File: config.mk
export PLATFORM = sky130hd
export DESIGN_NAME = sort_result_collector
export DESIGN_NICKNAME = d
export VERILOG_FILES = /design/src/rtl/sort_result_collector.sv
export SDC_FILE = /design/constraint.sdc
export NUM_CORES = 1
export LEC_CHECK = 0
export CORE_MARGIN = 5
export CORE_UTILIZATION = 50
export CTS_CLUSTER_DIAMETER = 50
export CTS_CLUSTER_SIZE = 8
export DETAILED_ROUTE_END_ITERATION = 8
export PLACE_DENSITY = 0.75
export RECOVER_POWER = 50
export SLEW_MARGIN = 10
export SYNTH_ARGS = -nofsm -noshare
export SYNTH_HDL_FRONTEND = slang
export SYNTH_SLANG_ARGS = --single-unit
File: constraint.sdc
create_clock -name clk -period 2.85 [get_ports clk]
set_input_delay 0.57 -clock clk [delete_from_list [all_inputs] [get_ports clk]]
set_output_delay 0.57 -clock clk [all_outputs]
set_load 0.01 [all_outputs]
File: src/rtl/sort_result_collector.sv
// Captures one N_ELEMS-word serial frame after a ready_i rising edge and keeps it.
// Reports ordering, min/max and the arm-to-first-word latency, with indexed readback.
module sort_result_collector #(
  parameter int N_ELEMS = 10,
  parameter int DATA_W  = 32,
  parameter int CNT_W   = 16
) (
  input  logic                        clk,
  input  logic                        rst,
  input  logic                        start_i,
  input  logic                        ready_i,
  input  logic signed [DATA_W-1:0]    data_serial_i,
  input  logic [$clog2(N_ELEMS)-1:0]  rd_idx_i,
  output logic signed [DATA_W-1:0]    rd_data_o,
  output logic                        done_o,
  output logic                        sorted_ok_o,
  output logic [$clog2(N_ELEMS)-1:0]  err_idx_o,
  output logic signed [DATA_W-1:0]    min_o,
  output logic signed [DATA_W-1:0]    max_o,
  output logic [CNT_W-1:0]            cycles_o,
  output logic                        busy_o
);

  localparam int IDX_W = $clog2(N_ELEMS);
  localparam logic [IDX_W-1:0] LAST_IDX = IDX_W'(N_ELEMS - 1);

  typedef enum logic [1:0] {
    S_IDLE    = 2'd0,
    S_ARMED   = 2'd1,
    S_CAPTURE = 2'd2,
    S_DONE    = 2'd3
  } state_t;

  state_t                    r_state;
  state_t                    w_next_state;
  logic                      r_ready_q;
  logic                      w_ready_rise;
  logic [IDX_W-1:0]          r_idx;
  logic signed [DATA_W-1:0]  r_prev;
  logic signed [DATA_W-1:0]  r_buf [N_ELEMS];
  logic                      r_ok;
  logic [IDX_W-1:0]          r_err_idx;
  logic signed [DATA_W-1:0]  r_min;
  logic signed [DATA_W-1:0]  r_max;
  logic [CNT_W-1:0]          r_cycles;
  logic signed [DATA_W-1:0]  w_rd_data;

  assign w_ready_rise = ready_i & ~r_ready_q;

  // State register
  always_ff @(posedge clk) begin
    if (!rst) begin
      r_state <= S_IDLE;
    end else begin
      r_state <= w_next_state;
    end
  end

  // Next-state logic; start_i wins over everything, including a ready edge
  always_comb begin
    w_next_state = r_state;
    case (r_state)
      S_IDLE: begin
        if (start_i) w_next_state = S_ARMED;
        else         w_next_state = S_IDLE;
      end
      S_ARMED: begin
        if (start_i)           w_next_state = S_ARMED;
        else if (w_ready_rise) w_next_state = S_CAPTURE;
        else                   w_next_state = S_ARMED;
      end
      S_CAPTURE: begin
        if (start_i)                w_next_state = S_ARMED;
        else if (r_idx == LAST_IDX) w_next_state = S_DONE;
        else                        w_next_state = S_CAPTURE;
      end
      S_DONE: begin
        if (start_i) w_next_state = S_ARMED;
        else         w_next_state = S_DONE;
      end
      default: w_next_state = S_IDLE;
    endcase
  end

  // Capture datapath: buffer, order check, min/max, latency counter
  always_ff @(posedge clk) begin
    if (!rst) begin
      r_ready_q <= 1'b0;
      r_idx     <= '0;
      r_prev    <= '0;
      r_ok      <= 1'b0;
      r_err_idx <= '0;
      r_min     <= '0;
      r_max     <= '0;
      r_cycles  <= '0;
      for (int i = 0; i < N_ELEMS; i++) begin
        r_buf[i] <= '0;
      end
    end else begin
      r_ready_q <= ready_i;
      if (start_i) begin
        r_idx     <= '0;
        r_prev    <= '0;
        r_ok      <= 1'b0;
        r_err_idx <= '0;
        r_min     <= '0;
        r_max     <= '0;
        r_cycles  <= '0;
      end else begin
        case (r_state)
          S_ARMED: begin
            if (r_cycles != {CNT_W{1'b1}}) begin
              r_cycles <= r_cycles + {{(CNT_W-1){1'b0}}, 1'b1};
            end
            if (w_ready_rise) begin
              r_buf[0]  <= data_serial_i;
              r_prev    <= data_serial_i;
              r_min     <= data_serial_i;
              r_max     <= data_serial_i;
              r_ok      <= 1'b1;
              r_err_idx <= '0;
              r_idx     <= {{(IDX_W-1){1'b0}}, 1'b1};
            end
          end
          S_CAPTURE: begin
            r_buf[r_idx] <= data_serial_i;
            r_prev       <= data_serial_i;
            // Only the first descent is recorded; equal neighbours count as ordered
            if (r_ok && (data_serial_i < r_prev)) begin
              r_ok      <= 1'b0;
              r_err_idx <= r_idx;
            end
            if (data_serial_i < r_min) r_min <= data_serial_i;
            if (data_serial_i > r_max) r_max <= data_serial_i;
            if (r_idx != LAST_IDX) begin
              r_idx <= r_idx + {{(IDX_W-1){1'b0}}, 1'b1};
            end
          end
          default: begin
          end
        endcase
      end
    end
  end

  // Readback mux; indices beyond the frame read as zero
  always_comb begin
    w_rd_data = '0;
    if (32'(rd_idx_i) < N_ELEMS) begin
      w_rd_data = r_buf[rd_idx_i];
    end else begin
      w_rd_data = '0;
    end
  end

  assign rd_data_o   = w_rd_data;
  assign done_o      = (r_state == S_DONE);
  assign busy_o      = (r_state == S_ARMED) || (r_state == S_CAPTURE);
  assign sorted_ok_o = r_ok;
  assign err_idx_o   = r_err_idx;
  assign min_o       = r_min;
  assign max_o       = r_max;
  assign cycles_o    = r_cycles;

endmodule

==> flow_summary.toml, run 1 <==
[finish]
fin_nets = 2295
multiInputGateArea_um2 = 8070
regArea_um2 = 12100
final_cell_mix = "nor2_1, edfxtp_1, nand2_1, buf_4, dfxtp_1"
drive_gt1_share_pct = 18.1
fillCellCount = 3113
syn2layout_area_growth_pct = 26.3
final_common_cell = "nor2_1"

[setup_path]
worst_setup_path_start_kind = "primary input"
cp_common_cell = "mux2i_1"
crit_fanout = 6
crit_chain = "dlygate4sd2_1 -> buf_4 -> ha_1 -> nand2_1 -> or4_4 -> a21o_1 -> a32oi_2 -> mux2i_1 -> o21a_2 -> buf_6 -> bufbuf_16 -> mux2i_1"
critPathBufInv = 4
cpMaxStageDelayCell = "or4_4"
crit_family = "buffers and inverters"
cpPeakStageDelay_ns = 0.53
worstSetupEndpointType = "flip-flop"
crit_arrival_ns = 3.28
critPathRequiredTime_ns = 3.32
path_class = "primary input to flip-flop"

[clock_tree]
cts_max_path_buffers = 3
htreeDepth = 3
cts_root_buf = "clkbuf_16"
clock_latency_ns = 0.56
cts.sinks = 444
cts_tree = "built"
numCtsBuffers = 66
clkTransAtPathRegs_ns = 0.05
hold_buffers = 0

[global_route]
grt_pass1_vias = 16248
grt_usage_pct = 23.5
gr-total-overflow = 0
grt_pass1_wl_um = 87500
antenna_found_initial = 1
grt_max_degree = 102

[worst_hold_path]
hold_path.class = "flip-flop to flip-flop"

[power_and_ir_drop]
p_leak_nw = 10.0
ir_drop_mv = 0.511
p_total_mw = 15.7
power-per-cell-area_nw_per_um2 = 592

[sta]
tightestPinTransition_ns = 1.08
hold_viol_final = 0
max_clock_freq_ghz = 0.356
final-setup-viol-count = 0
drv_slew = 0
whs_ns = 0.449
clock_skew_ns = 0.0179
relSlewSlack_pct = 27.8
fin_crit_sh_pct = 98.7
finalCriticalPeriod_ns = 2.81
rsz0062_at_grt = "yes"

[synthesis]
ys_types = 59
ys_warn_count = 0
syn_avg_cell_area_um2 = 11.3
ys_async_sr_fraction_pct = 0
synth_seq_cells = 444
synth_area_um2 = 21000
synth_ff_type = "edfxtp_1"
synth-seq-area-share_pct = 57.7
synth_nets = 1995
synth_edf_count = 320
synthCells = 1854

[die]
core_area_um2 = 41700
rows = 75
die_area_um2 = 46100
initial_core_util_pct = 50.3
dieHeight_um = 215
die_x_um = 215
pin_count = 159

[run]
cap_violations = 0

[detailed_routing]
via_count = 15406
firstDrtPassIters = 5
drc = 0
ant_nets = 0
wl_per_cell_um = 20.3
via_per_inst = 5.67
drtIter0Drc = 1147
drt-total-wl_um = 55200

[placed_design]
port_buffers = 158
gp_congestion = 0.853
dp_hpwl_um = 37000

[run_status]
status = "complete, no violations"
[path summary, 6_finish.rpt]
check / to / cells after the start / slack (ns) / start
min: r_prev[4]$_SDFFE_PP0P_ / 2 / 0.45 / r_prev[4]$_SDFFE_PP0P_
min reg2reg: r_prev[4]$_SDFFE_PP0P_ / 2 / 0.45 / r_prev[4]$_SDFFE_PP0P_
max: max_o[5]$_SDFFE_PP0P_ / 12 / 0.04 / data_serial_i[5]
max reg2reg: max_o[5]$_SDFFE_PP0P_ / 11 / 0.04 / max_o[10]$_SDFFE_PP0P_
[flip-flops by register name, indices dropped and copies added (netlist names)]
name / count
r_buf: 320
max_o: 32
min_o: 32
r_prev: 32
cycles_o: 16
err_idx_o: 4
r_idx: 4
r_state: 2
r_ready_q: 1
sorted_ok_o: 1
[power breakdown]
part           switching [mW]  total, mW  internal (mW)  leakage [nW]
clock                    2.68       7.05           4.37         0.894
combinational           0.762       1.43          0.673          4.85
sequential             0.0721       7.18           7.11          4.30
total                    3.51       15.7           12.2          10.0
[stage by stage]
step / utilization [%] / instances / worst slack (ns) / instance area (µm²) / setup TNS, ns
final: 63.5 / 2719 / 0.0374 / 26500 / 0
after global routing: 63.5 / 2719 / -0.0307 / 26500 / -0.295
after floorplan: - / 1854 / 0.0531 / 21000 / 0
after global placement: 58.0 / 2608 / -0.630 / 24200 / -46.46
after detailed placement: 58.0 / 2608 / -0.645 / 24200 / -49.58
after CTS: 62.9 / 2710 / 0.000905 / 26200 / 0
[worst reg2reg max path: stages, from the launching register on]
cell and delay [ns]:
dfxtp_2 0.34, inv_1 0.07, ha_4 0.27, nand4_1 0.12, or4_4 0.56, a21o_1 0.18
a32oi_2 0.22, mux2i_1 0.22, o21a_2 0.20, buf_6 0.14, bufbuf_16 0.27, mux2i_1 0.16
[area by class of cell]
| cell class | instances | share of cell area [%] |
|---|---|---|
| inverter | 144 | 2.05 |
| timing repair buffer | 332 | 12.3 |
| tap | 539 | 2.55 |
| antenna | 1 | 0.00945 |
| clock inverter | 5 | 0.232 |
| sequential | 444 | 45.7 |
| multi-input combinational | 1166 | 30.5 |
| clock buffer | 88 | 6.71 |
[synth_stat cells, types with 4 or more instances]
library cell,n,area (µm²)
nor2_1,332,1250
edfxtp_1,320,9610
nand2_1,280,1050
dfxtp_1,124,2480
inv_1,109,409
ha_1,101,1260
a21oi_1,72,360
mux2i_1,67,671
mux4_2,64,1440
clkbuf_1,58,218
o21ai_1,38,190
a22oi_1,35,263
inv_2,34,128
mux2_2,27,304
buf_1,26,97.6
nand4_1,19,119
o21ai_0,17,85.1
nand3_1,14,70.1
nor3_1,12,60.1
a211oi_1,8,60.1
a21o_1,8,60.1
xor2_1,8,70.1
xnor2_1,7,61.3
dlygate4sd1_1,6,52.6
buf_6,5,56.3
mux2_1,5,56.3
nand2b_1,4,25.0
nor2b_1,4,25.0
[what timing repair did]
item / in CTS / in global routing
endpoints found under the setup margin: 93 / 80
gates resized for setup: 45 / 55
cloned: 3 / 3
setup buffers: 6 / 5
pin swaps: 6 / 12
[cells by family after synthesis]
| group | count (synthesis) | synth area share (%) |
|---|---|---|
| xor+xnor | 15 | 0.627 |
| buf+inv | 244 | 4.94 |
| simple gates | 682 | 13.0 |
| mux | 163 | 11.8 |
| flops | 444 | 57.7 |
| compound gates | 205 | 5.91 |
| fa+ha+maj | 101 | 6.03 |
[routing by layer]
layer  wire [µm]  GRT usage (%)  vias up
met5           0              0        -
met4        2140           9.08        0
met3        3720           3.95      137
met2       27800           40.9      627
met1       21600           29.6     7558
li1            -              -     7084
No activity file was read; power rests on OpenSTA's default activity.
==> inputs of run 2 (changes only) <==
--- a/config.mk
+++ b/config.mk
@@ -10,6 +10,7 @@
 export CTS_CLUSTER_DIAMETER = 50
 export CTS_CLUSTER_SIZE = 8
 export DETAILED_ROUTE_END_ITERATION = 8
+export HOLD_SLACK_MARGIN = 0.15
 export PLACE_DENSITY = 0.75
 export RECOVER_POWER = 50
 export SLEW_MARGIN = 10
==> results of run 2 <==
No change in the layout: final DEF, timing and power equal those of run 1.
==> inputs of run 3 (changes only) <==
--- a/config.mk
+++ b/config.mk
@@ -13,6 +13,7 @@
 export HOLD_SLACK_MARGIN = 0.15
 export PLACE_DENSITY = 0.75
 export RECOVER_POWER = 50
+export REMOVE_ABC_BUFFERS = 1
 export SLEW_MARGIN = 10
 export SYNTH_ARGS = -nofsm -noshare
 export SYNTH_HDL_FRONTEND = slang
==> run 3 against run 2 <==
  * Final cell count up 0.18%
  * Critical path depth is 5 lower
  * Core utilization is 0.20 points higher
  * Clock power is 4.1% higher
  * Sequential power is essentially flat
  * Sequential share of layout area is 0.18 points lower
  * Register-to-register slack better by 0.07 ns
  * First-iteration DRC count increased by 17%
  * Final area increased by 0.31%
  * Hold slack got worse by 0.058 ns
  * Critical endpoint is now rd_data_o[18]
  * Largest power group is now clock
==> flow_summary.toml, run 3 (synthesized netlist as in run 1, its figures left out) <==
[finish]
fillCellCount = 3079
largest_register_ffs = 320
drive_gt1_share_pct = 17.9
final_common_cell = "nor2_1"
fin_nets = 2301
syn2layout_area_growth_pct = 26.7
diodes = 0
fin_area_um2 = 26600
final_cell_mix = "nor2_1, edfxtp_1, nand2_1, buf_4, dfxtp_1"
finalNonFillerCells = 2724
top_register = "r_buf"

[clock_tree]
clock_latency_ns = 0.58
cts_root_buf = "clkbuf_16"
cts_tree = "built"
cts_max_path_buffers = 3
hold_buffers = 0
numCtsBuffers = 67
htreeDepth = 3
cts.sinks = 444
clkTransAtPathRegs_ns = 0.05

[detailed_routing]
ant_nets = 0
via_count = 15691
drt-total-wl_um = 58700
drc = 0
drtIter0Drc = 1337
via_per_inst = 5.76
firstDrtPassIters = 6
wl_per_cell_um = 21.6

[setup_path]
worst_setup_path_start_kind = "primary input"
crit_arrival_ns = 2.21
critPathRequiredTime_ns = 2.28
worstSetupEndpointType = "output pin"
crit_fanout = 11
path_class = "primary input to output pin"

[global_route]
gr-total-overflow = 0
grt_pass1_vias = 16217
grt_usage_pct = 25.2
grt_pass1_wl_um = 91500
grt_max_degree = 102
antenna_found_initial = 0

[sta]
clock_skew_ns = 0.0229
final-setup-viol-count = 0
finalCriticalPeriod_ns = 2.78
tightestPinTransition_ns = 0.952
rsz0062_at_grt = "yes"
drv_slew = 0
relSlewSlack_pct = 36.5
hold_viol_final = 0
fin_crit_sh_pct = 97.6
max_clock_freq_ghz = 0.359

[run]
cap_violations = 0

[die]
die_area_um2 = 46100
die_x_um = 215
initial_core_util_pct = 50.3
dieHeight_um = 215
rows = 75
pin_count = 159
core_area_um2 = 41700

[placed_design]
gp_congestion = 0.860
dp.cells = 2608
port_buffers = 158
dp_hpwl_um = 36600
place_area_um2 = 24300

[power_and_ir_drop]
p_switching_mw = 3.62
ir_drop_mv = 0.574
p_comb_share_pct = 9.1
power.internal_mw = 12.4
power-per-cell-area_nw_per_um2 = 602
p_leak_nw = 10.1
seq_power_share_pct = 45.0
swShare_pct = 22.6
p_clk_share_pct = 46.0

[run_status]
status = "complete, no violations"

[worst_hold_path]
hold_path.class = "primary input to flip-flop"
[run 3: cell count changes in the layout (fill, tap and decap cells not counted), sizes merged, moves of 2 or more]
cell | before | now
buf | 154 | 159
clkdlybuf4s50 | 30 | 27
dlygate4sd2 | 24 | 26
inv | 117 | 120
[run 3: path summary, 6_finish.rpt]
check	from	end	slack (ns)	depth (start not counted)
max	rd_idx_i[0]	rd_data_o[18]	0.07	7
min	data_serial_i[7]	max_o[7]$_SDFFE_PP0P_	0.39	3
max reg2reg	min_o[14]$_SDFFE_PP0P_	min_o[15]$_SDFFE_PP0P_	0.11	12
min reg2reg	r_prev[19]$_SDFFE_PP0P_	r_prev[19]$_SDFFE_PP0P_	0.45	2
[run 3: critical path: stages]
cell and delay, ns:
buf_8 0.16, buf_12 0.17, buf_4 0.14, mux4_2 0.50, nand2_1 0.11, o21ai_1 0.08
clkdlybuf4s50_1 0.48
[run 3: cell type report]
| cell class | instances | area, µm² | share of cell area, % |
|---|---|---|---|
| sequential | 444 | 12100 | 45.5 |
| multi-input combinational | 1166 | 7990 | 30.1 |
| inverter | 144 | 542 | 2.04 |
| tap | 539 | 674 | 2.54 |
| clock buffer | 85 | 1810 | 6.80 |
| timing repair buffer | 337 | 3320 | 12.5 |
| clock inverter | 9 | 129 | 0.485 |
[run 3: power by group through the flow]
stage | Sequential, mW | Combinational [mW] | Clock [mW]
after CTS | 7.18 | 1.47 | 7.43
after floorplan | 7.29 | 0.655 | 0
after global placement | 7.28 | 1.38 | 0
final | 7.19 | 1.45 | 7.34
after global routing | 7.19 | 1.56 | 7.76
after detailed placement | 7.30 | 1.41 | 0
[run 3: per-layer routing]
metal	share of wire [%]	track usage (%)
met1	39	32.9
met2	49	43.0
met3	9.3	4.86
met4	2.7	7.62
met5	0	0
[run 3: per-stage QoR]
step	util, %	power (mW)	setup TNS [ns]	worst slack [ns]	hold WS [ns]
CTS	63.8	16.1	0	0.00176	0.450
finish	63.7	16.0	0	0.0676	0.391
global route	63.7	16.5	-0.0583	-0.0250	0.425
global placement	58.4	8.66	-49.58	-0.699	0.438
detailed placement	58.4	8.71	-53.65	-0.687	0.444
floorplan	-	7.94	-911.13	-3.04	0.432
[run 3: timing repair]
item                       CTS  global route
gates cloned                 3             1
pin swaps                    4             5
resized for setup           54            34
buffers inserted            15             3
setup endpoints to repair   96            81
